## config.mk

```make
export PLATFORM = sky130hd
export DESIGN_NAME = mem_1r1w_bist
export DESIGN_NICKNAME = d
export VERILOG_FILES = /design/src/rtl/mem_bist_pkg.sv /design/src/rtl/mem_bist_addr_gen.sv /design/src/rtl/mem_1r1w_bist.sv
export SDC_FILE = /design/constraint.sdc
export NUM_CORES = 1
export LEC_CHECK = 0
export BUFFER_PORTS_ARGS = -buffer_cell sky130_fd_sc_hd__buf_2
export CORE_MARGIN = 5
export CORE_UTILIZATION = 44
export CTS_CLUSTER_SIZE = 24
export DETAILED_ROUTE_END_ITERATION = 10
export PLACE_DENSITY_LB_ADDON = 0.3
export RECOVER_POWER = 100
export SLEW_MARGIN = 20
export SYNTH_ARGS = -nofsm -noshare
export SYNTH_HDL_FRONTEND = slang
export SYNTH_SLANG_ARGS = --single-unit
```

## constraint.sdc

```tcl
create_clock -name clock -period 4.42 [get_ports clock]
set_clock_uncertainty 0.1 [all_clocks]
set_input_delay 1.326 -clock clock [delete_from_list [all_inputs] [get_ports clock]]
set_output_delay 1.326 -clock clock [all_outputs]
set_load 0.1 [all_outputs]
```

## src/rtl/mem_bist_pkg.sv

```systemverilog
// Shared types and tables for the 1R1W March C- BIST engine.
// MEM_BIST_CHECKERBOARD_EN adds a second pass with an alternating pattern.
package mem_bist_pkg;

  typedef enum logic [1:0] {
    S_IDLE,
    S_RUN,
    S_DONE
  } state_e;

  typedef enum logic [2:0] {
    E0 = 3'd0,
    E1 = 3'd1,
    E2 = 3'd2,
    E3 = 3'd3,
    E4 = 3'd4,
    E5 = 3'd5
  } march_elem_e;

  localparam march_elem_e LAST_ELEM = E5;

  // Per-element tables, bit n describes element En.
  localparam logic [5:0] ELEM_DOWN   = 6'b111000;
  localparam logic [5:0] ELEM_RD     = 6'b111110;
  localparam logic [5:0] ELEM_WR     = 6'b011111;
  localparam logic [5:0] ELEM_RD_INV = 6'b010100;
  localparam logic [5:0] ELEM_WR_INV = 6'b001010;

  // Pattern pairs repeated across the word; index 0 is the even bit.
  localparam logic [1:0] PAT_ZERO_PAIR = 2'b00;
  localparam logic [1:0] PAT_CB_PAIR   = 2'b01;

`ifdef MEM_BIST_CHECKERBOARD_EN
  localparam int unsigned FAIL_ELEM_W = 4;
`else
  localparam int unsigned FAIL_ELEM_W = 3;
`endif

  function automatic logic pat_bit(input logic pass, input int unsigned idx);
    logic [1:0] pair;
    pair = pass ? PAT_CB_PAIR : PAT_ZERO_PAIR;
    return pair[idx[0]];
  endfunction

endpackage

```

## src/rtl/mem_bist_addr_gen.sv

```systemverilog
// Loadable up/down address counter for the march sweeps, with last-address flag.
module mem_bist_addr_gen
  import mem_bist_pkg::*;
#(
  parameter int unsigned DEPTH  = 48,
  parameter int unsigned ADDR_W = 6
) (
  input  logic              clock,
  input  logic              reset,
  input  logic              load,
  input  logic              load_down,
  input  logic              step,
  output logic [ADDR_W-1:0] addr,
  output logic              last
);

  localparam logic [ADDR_W-1:0] TOP = ADDR_W'(DEPTH - 1);

  logic [ADDR_W-1:0] addr_q, addr_d;
  logic              down_q, down_d;

  always_comb begin
    addr_d = addr_q;
    down_d = down_q;
    if (load) begin
      down_d = load_down;
      addr_d = load_down ? TOP : '0;
    end else if (step) begin
      addr_d = down_q ? addr_q - ADDR_W'(1) : addr_q + ADDR_W'(1);
    end
  end

  always_ff @(posedge clock) begin
    if (reset) begin
      addr_q <= '0;
      down_q <= 1'b0;
    end else begin
      addr_q <= addr_d;
      down_q <= down_d;
    end
  end

  always_comb begin
    addr = addr_q;
    last = down_q ? (addr_q == '0) : (addr_q == TOP);
  end

endmodule

```

## src/rtl/mem_1r1w_bist.sv

```systemverilog
// March C- BIST controller for a 1R1W memory with a 1-cycle read latency.
// Define MEM_BIST_CHECKERBOARD_EN for a second pass with pattern 0101... .
module mem_1r1w_bist
  import mem_bist_pkg::*;
#(
  parameter int unsigned DEPTH  = 48,
  parameter int unsigned WIDTH  = 64,
  parameter int unsigned ADDR_W = 6
) (
  input  logic                   clock,
  input  logic                   reset,
  input  logic                   start,
  output logic                   busy,
  output logic                   done,
  output logic                   fail,
  output logic [ADDR_W-1:0]      fail_addr,
  output logic [FAIL_ELEM_W-1:0] fail_elem,
  output logic [ADDR_W-1:0]      R0_addr,
  output logic                   R0_en,
  input  logic [WIDTH-1:0]       R0_data,
  output logic [ADDR_W-1:0]      W0_addr,
  output logic                   W0_en,
  output logic [WIDTH-1:0]       W0_data
);

  state_e                 state_q, state_d;
  march_elem_e            elem_q, elem_d, elem_nxt;
  logic                   pass_q, pass_d;
  logic                   tail_q, tail_d;
  logic                   rd_vld_q, rd_vld_d;
  logic [ADDR_W-1:0]      rd_addr_q, rd_addr_d;
  logic [WIDTH-1:0]       exp_q, exp_d, pat;
  logic                   done_q, done_d, fail_q, fail_d;
  logic [ADDR_W-1:0]      fail_addr_q, fail_addr_d;
  logic [FAIL_ELEM_W-1:0] fail_elem_q, fail_elem_d;
  logic                   ag_load, ag_load_down, ag_step, ag_last;
  logic [ADDR_W-1:0]      ag_addr;
  logic                   issue, mismatch;

  mem_bist_addr_gen #(
    .DEPTH (DEPTH),
    .ADDR_W(ADDR_W)
  ) u_addr_gen (
    .clock    (clock),
    .reset    (reset),
    .load     (ag_load),
    .load_down(ag_load_down),
    .step     (ag_step),
    .addr     (ag_addr),
    .last     (ag_last)
  );

  always_comb begin
    pat = '0;
    for (int unsigned i = 0; i < WIDTH; i++) pat[i] = pat_bit(pass_q, i);
  end

  always_ff @(posedge clock) begin
    if (reset) state_q <= S_IDLE;
    else       state_q <= state_d;
  end

  // Read elements spend one extra tail cycle writing back the last address.
  always_comb begin
    state_d  = state_q;
    elem_d   = elem_q;
    pass_d   = pass_q;
    tail_d   = tail_q;
    ag_load  = 1'b0;
    ag_step  = 1'b0;
    elem_nxt = march_elem_e'(elem_q + 3'd1);
    unique case (state_q)
      S_RUN: begin
        if (mismatch) state_d = S_DONE;
        else if (!tail_q && !ag_last) ag_step = 1'b1;
        else if (!tail_q && ELEM_RD[elem_q]) tail_d = 1'b1;
        else if (elem_q != LAST_ELEM) begin
          elem_d  = elem_nxt;
          tail_d  = 1'b0;
          ag_load = 1'b1;
        end
`ifdef MEM_BIST_CHECKERBOARD_EN
        else if (!pass_q) begin
          pass_d  = 1'b1;
          elem_d  = E0;
          tail_d  = 1'b0;
          ag_load = 1'b1;
        end
`endif
        else state_d = S_DONE;
      end
      default: begin
        if (start) begin
          state_d = S_RUN;
          elem_d  = E0;
          pass_d  = 1'b0;
          tail_d  = 1'b0;
          ag_load = 1'b1;
        end
      end
    endcase
    ag_load_down = ELEM_DOWN[elem_d];
  end

  always_comb begin
    busy     = (state_q == S_RUN);
    issue    = busy && !tail_q;
    R0_en    = issue && ELEM_RD[elem_q];
    R0_addr  = R0_en ? ag_addr : '0;
    W0_en    = 1'b0;
    W0_addr  = '0;
    W0_data  = '0;
    if (issue && !ELEM_RD[elem_q]) begin
      W0_en   = 1'b1;
      W0_addr = ag_addr;
      W0_data = pat ^ {WIDTH{ELEM_WR_INV[elem_q]}};
    end else if (busy && rd_vld_q && ELEM_WR[elem_q]) begin
      W0_en   = 1'b1;
      W0_addr = rd_addr_q;
      W0_data = pat ^ {WIDTH{ELEM_WR_INV[elem_q]}};
    end
    rd_vld_d  = R0_en;
    rd_addr_d = R0_addr;
    exp_d     = R0_en ? (pat ^ {WIDTH{ELEM_RD_INV[elem_q]}}) : '0;
    mismatch  = busy && rd_vld_q && (R0_data != exp_q);

    done_d      = (state_q == S_DONE) && !start;
    fail_d      = fail_q;
    fail_addr_d = fail_addr_q;
    fail_elem_d = fail_elem_q;
    if (!busy && start) begin
      fail_d      = 1'b0;
      fail_addr_d = '0;
      fail_elem_d = '0;
    end else if (mismatch) begin
      fail_d      = 1'b1;
      fail_addr_d = rd_addr_q;
`ifdef MEM_BIST_CHECKERBOARD_EN
      fail_elem_d = {pass_q, elem_q};
`else
      fail_elem_d = elem_q;
`endif
    end
    done      = done_q;
    fail      = fail_q;
    fail_addr = fail_addr_q;
    fail_elem = fail_elem_q;
  end

  always_ff @(posedge clock) begin
    if (reset) begin
      elem_q      <= E0;
      pass_q      <= 1'b0;
      tail_q      <= 1'b0;
      rd_vld_q    <= 1'b0;
      rd_addr_q   <= '0;
      exp_q       <= '0;
      done_q      <= 1'b0;
      fail_q      <= 1'b0;
      fail_addr_q <= '0;
      fail_elem_q <= '0;
    end else begin
      elem_q      <= elem_d;
      pass_q      <= pass_d;
      tail_q      <= tail_d;
      rd_vld_q    <= rd_vld_d;
      rd_addr_q   <= rd_addr_d;
      exp_q       <= exp_d;
      done_q      <= done_d;
      fail_q      <= fail_d;
      fail_addr_q <= fail_addr_d;
      fail_elem_q <= fail_elem_d;
    end
  end

endmodule
```

======== After elaboration in Yosys (flattened, before gate mapping) ========
Memories as Yosys holds them, arrays and structs flattened. A register that Yosys moved wholly into a read port is not among the register bits.
Cells that the tools add are included.
Widths: inputs -> output; s select.
word-level totals
  bits in registers ....................... 31
  ROM bits ................................ 40
  input bits .............................. 67
  output and inout port bits .............. 90
  word-level logic and storage cells ...... 101
  memories kept ........................... 5
memories
  memory           depth  bits a word  rd ports  clocked after Yosys merged registers in  write ports  RTL line              text
  (no name shown)  8      1            1         1                                        0            mem_1r1w_bist.sv:117  end else if (busy && rd_vld_q && ELEM_WR[elem_q]) begin
  (no name shown)  8      1            1         1                                        0            mem_1r1w_bist.sv:113  if (issue && !ELEM_RD[elem_q]) begin
  (no name shown)  8      1            1         0                                        0            mem_1r1w_bist.sv:102  ag_load_down = ELEM_DOWN[elem_d];
  (no name shown)  8      1            1         1                                        0            mem_1r1w_bist.sv:124  exp_d = R0_en ? (pat ^ {WIDTH{ELEM_RD_INV[elem_q]}}) : '0;
  (no name shown)  8      1            1         1                                        0            mem_1r1w_bist.sv:120  W0_data = pat ^ {WIDTH{ELEM_WR_INV[elem_q]}};
cells by class
  add/subtract/negate cells ............... 3
  order comparisons ....................... 2
  eq/ne operators ......................... 11
  mux-type cells .......................... 46
  bitwise operators ....................... 1
  reduce and logical (&&, ||, !) cells .... 22
operators by type and width
  operator             count
  $mux 64              2
  $ne 64x64->1         1
  $mux 6               7
  $mux 3               9
  $mux 1               22
  $mux 2               6
  $ne 3x3->1 const B   4
  $logic_and 1x1->1    10
  $lt 3x4->1 const B   2
  $reduce_and 4->1     2
  $add 6x1->6 const B  1
  $eq 6x6->1 const B   1
  $logic_not 6->1      1
  $sub 6x1->6 const B  1
  $logic_not 1->1      5
  $ne 2x2->1 const B   2
  $reduce_bool 2->1    2
  $reduce_or 2->1      2
  $add 3x1->3 const B  1
  $ne 3x1->1 const B   1
  $eq 2x1->1 const B   1
  $eq 2x2->1 const B   1
  $not 1->1            1

======== Longest topological paths before layout ========
  word-level depth ........................ 11
  mapped depth ............................ 9

======== Cells and area by module ========
From an unflattened synthesis, not the netlist that was laid out.
second synthesis, totals
  cell total of the unflattened synthesis .. 331
  area total of the unflattened synthesis .. 2656.3 um^2
modules (own cells, without submodules)
  module             instances  cells each  area an instance (um^2)  seq. area each (um^2)
  mem_1r1w_bist      1          269         2139.6                   560.5
  mem_bist_addr_gen  1          62          516.7                    140.1

======== Worst setup path before layout ========
OpenSTA, ideal clock, no wires.
  path type ............................... reg2out
  from .................................... register state_q[1]
  to ...................................... output port W0_data[10]
  arrival ................................. 5.127 ns
  required time ........................... 2.994 ns
  setup slack ............................. -2.133 ns
  stages on the path, launching flop included .. 9
  path buffers ............................ 3
  cells stage by stage .................... dfxtp_1 -> nand2b_1 -> clkbuf_1 -> inv_1 -> clkbuf_1 -> nand3_1 -> nand2b_1 -> and2_1 -> buf_4
on the way
  word-level cells in the longest chain between the ends .. 5
  elaborated cells between the ends (all ways) .. 7
  classes of those cells .................. 1 x eq/ne; 2 x mux; 4 x reduce/logical
ends and longest elaborated chain
  element                         RTL line              text
  from (decl)                     mem_1r1w_bist.sv:26   state_e state_q, state_d;
  from (signal assigned)          mem_1r1w_bist.sv:60   else state_q <= state_d;
  $eq 2x1->1 *                    mem_1r1w_bist.sv:106  busy = (state_q == S_RUN);
  named net busy                  mem_1r1w_bist.sv:13   output logic busy,
  $logic_and 1x1->1 (2 in a row)  mem_1r1w_bist.sv:117
  $mux 64                         mem_1r1w_bist.sv:117
  $mux 64 *                       mem_1r1w_bist.sv:113
  to (decl)                       mem_1r1w_bist.sv:23   output logic [WIDTH-1:0] W0_data
The timed path passes the listed nets; every way through them passes the cells marked *.

==> out/qor.yml <==
run_status:
  status: "completed"
logic_synthesis:
  yosysTopAreaCell: "dfxtp_1"
  yosysMostFrequentCell: "buf_4"
  synthCells: 319
  synth_top_area_share_pct: 26.86
  netlist_top_cells_area: "dfxtp_1, buf_4, nor3_1"
  synth_ff_type: "dfxtp_1"
  yosys-top-cells-count: "buf_4, dfxtp_1, nor3_1"
  synth.distinct_cells: 50
  async_reset_ff_share_pct: 0
  seq_area_frac_synth_pct: 26.86
  synth_edf_count: 0
  synth_area_mm2: 0.002609
  syn_area_per_cell_um2: 8.178
  ys_warn_count: 0
  syn_nets: 394
  synth-seq-cells: 35
cts:
  clock_sinks: 35
  cts_max_level: 2
  cts-root-buf: "clkbuf_8"
  insertion_delay_ns: 0.29
  cts_hold_buffers: 0
  numCtsBuffers: 5
  cts_setup_buffers: 0
  cts_resized: 0
  tritoncts: "built"
  clkSlewWorstSetupHoldPaths_ns: 0.07
  clock_path_buffers: 2
sta:
  tightest_slew_ns: 1.203
  fin_crit_ns: 3.924
  setup_violations: 0
  finalHoldViolations: 0
  fmax_mhz: 254.8
  finalWorstSetupSlack_ns: 0.4961
  slew_headroom_pct: 20.11
  finalCritPeriodShare_pct: 88.78
  fin_setup_tns_ns: 0
  drv_slew: 0
  rsz0062_at_grt: "false"
placed_design:
  place_area_mm2: 0.003017
  place.gp.congestion: 0.8878
  place_worst_setup_slack_ns: 0.3948
  place_hpwl_um: 5660
  io_buffers: 156
die:
  die_h_um: 87
  initial_core_util_pct: 44.59
  die_x_um: 87
  io_pins: 157
  coreArea_mm2: 0.005851
  num_rows: 28
  fp.dieArea_mm2: 0.007569
detailed_routing:
  top_layer: "met4"
  wl_met1_um: 2841
  routed_wl_um: 7042
  wl_per_cell_um: 14.31
  drt-initial-drc-count: 133
  ant_nets: 0
  dr_wl_met3_um: 851
  route.met2.wl_um: 3219
  drcViolationCount: 0
  num_vias: 2550
  via_per_inst: 5.183
  dr.pass1.iters: 4
layout:
  final_area_mm2: 0.003055
  area.sequential_um2: 700.7
  antenna_cells: 0
  fill_cells: 596
  nNetsFinal: 491
  multiInputGateArea_mm2: 0.001343
  drive_gt1_share_pct: 37.41
  syn2layout_area_growth_pct: 17.12
  fin_util_pct: 52.22
worst_setup_path:
  cp_max_fo: 9
  critical-path-top-delay-family: "compound AO/OA/AOI/OAI gates"
  cp.required_ns: 4.50
  crit_chain: "buf_2 -> or4_1 -> nor4_1 -> o22ai_1 -> o41a_1 -> a21oi_2 -> clkbuf_1 -> o32ai_1 -> a211o_1"
  path_buf_inv: 2
  end_kind: "flip-flop"
  critPathKind: "in -> reg"
  critPathLaunchType: "primary input"
  cpMaxStageDelayCell: "o41a_1"
  cp_slowest_stage_delay_ns: 0.55
  crit_arrival_ns: 4.00
power_and_ir_drop:
  p_per_area_mw_per_mm2: 252.6
  leakage_uw: 0.001386
  irDropWorstVdd_mv: 0.2022
grt:
  track_usage_pct: 17.53
  grt_pass1_wl_um: 10850
  antenna_found_initial: 0
  grt_pass1_vias: 2373
  grt_max_degree: 65
  overflow: 0
hold_path:
  worstHoldPathType: "reg -> reg"
job:
  cap_violations: 0
[worst paths after layout]
kind,endpoint,cells after the start,start,slack [ns]
setup / recovery,flip-flop,9,R0_data[34],0.50
hold reg to reg,fail,2,fail,0.38
setup reg to reg,flip-flop,8,exp_q[0],1.34
hold / removal,fail,2,fail,0.38
[cell families after synthesis]
family | after synthesis | share of synthesized area [%]
compound gates | 46 | 14.77
xor+xnor | 4 | 1.343
fa+ha+maj | 8 | 4.125
buf+inv | 84 | 21.49
flops | 35 | 26.86
mux | 9 | 3.453
simple gates | 133 | 27.96
[placed cells by master (no fill, tap or decap), drive strengths merged, types with 4 or more instances in the layout]
master	netlist	routed
a21o	4	4
a21oi	9	9
a22o	6	6
and2	7	7
buf	64	71
clkbuf	7	96
dfxtp	35	35
ha	7	7
inv	13	13
mux2i	9	9
nand2	14	14
nand2b	7	7
nand3	11	11
nand4	10	10
nor2	22	22
nor2b	4	4
nor3	24	24
nor4	13	13
o22ai	5	5
or3	9	9
or4	9	9
xnor2	4	4
[power breakdown]
group	internal (uW)	switching [uW]
registers	323	12.8
logic	65.7	145
clock network	110	115
[per-stage QoR]
step                total power, uW  std cells  hold slack [ns]
floorplan                     497.7        319           0.3221
global placement              552.1        484           0.3560
detailed placement            555.6        484           0.3639
CTS                           783.1        492           0.3849
global route                  810.3        492           0.4138
finish                        771.8        492           0.3803
[layout make-up]
class	count	share of cell area (%)
multi-input cells	200	43.94
repair buffers	161	25.68
flip-flops and latches	35	22.93
well taps	75	3.071
clock buffers	6	2.375
inverters	13	1.597
clock inverters	2	0.4095
[worst min-delay path: cells and delay by family (launching register included)]
family,cells,cell delay [ns]
flip-flops,1,0.33
AND/OR/NAND/NOR,2,0.12
[sequential cells by signal (all words and copies together), names as in the netlist, named ones only]
name,cells
rd_addr_q,6
tail_q,1
rd_vld_q,1
fail,1
elem_q,3
fail_elem,3
fail_addr,6
u_addr_gen.down_q,1
u_addr_gen.addr,6
done,1
state_q,2
exp_q,1
[per-layer routing]
| metal | global-route usage, % | up-vias |
|---|---|---|
| met5 | 0 | - |
| met4 | 6.516 | 0 |
| met3 | 5.960 | 15 |
| met2 | 28.43 | 125 |
| met1 | 21.40 | 1124 |
| li1 | - | 1286 |
No activity file was read; power rests on OpenSTA's default activity.
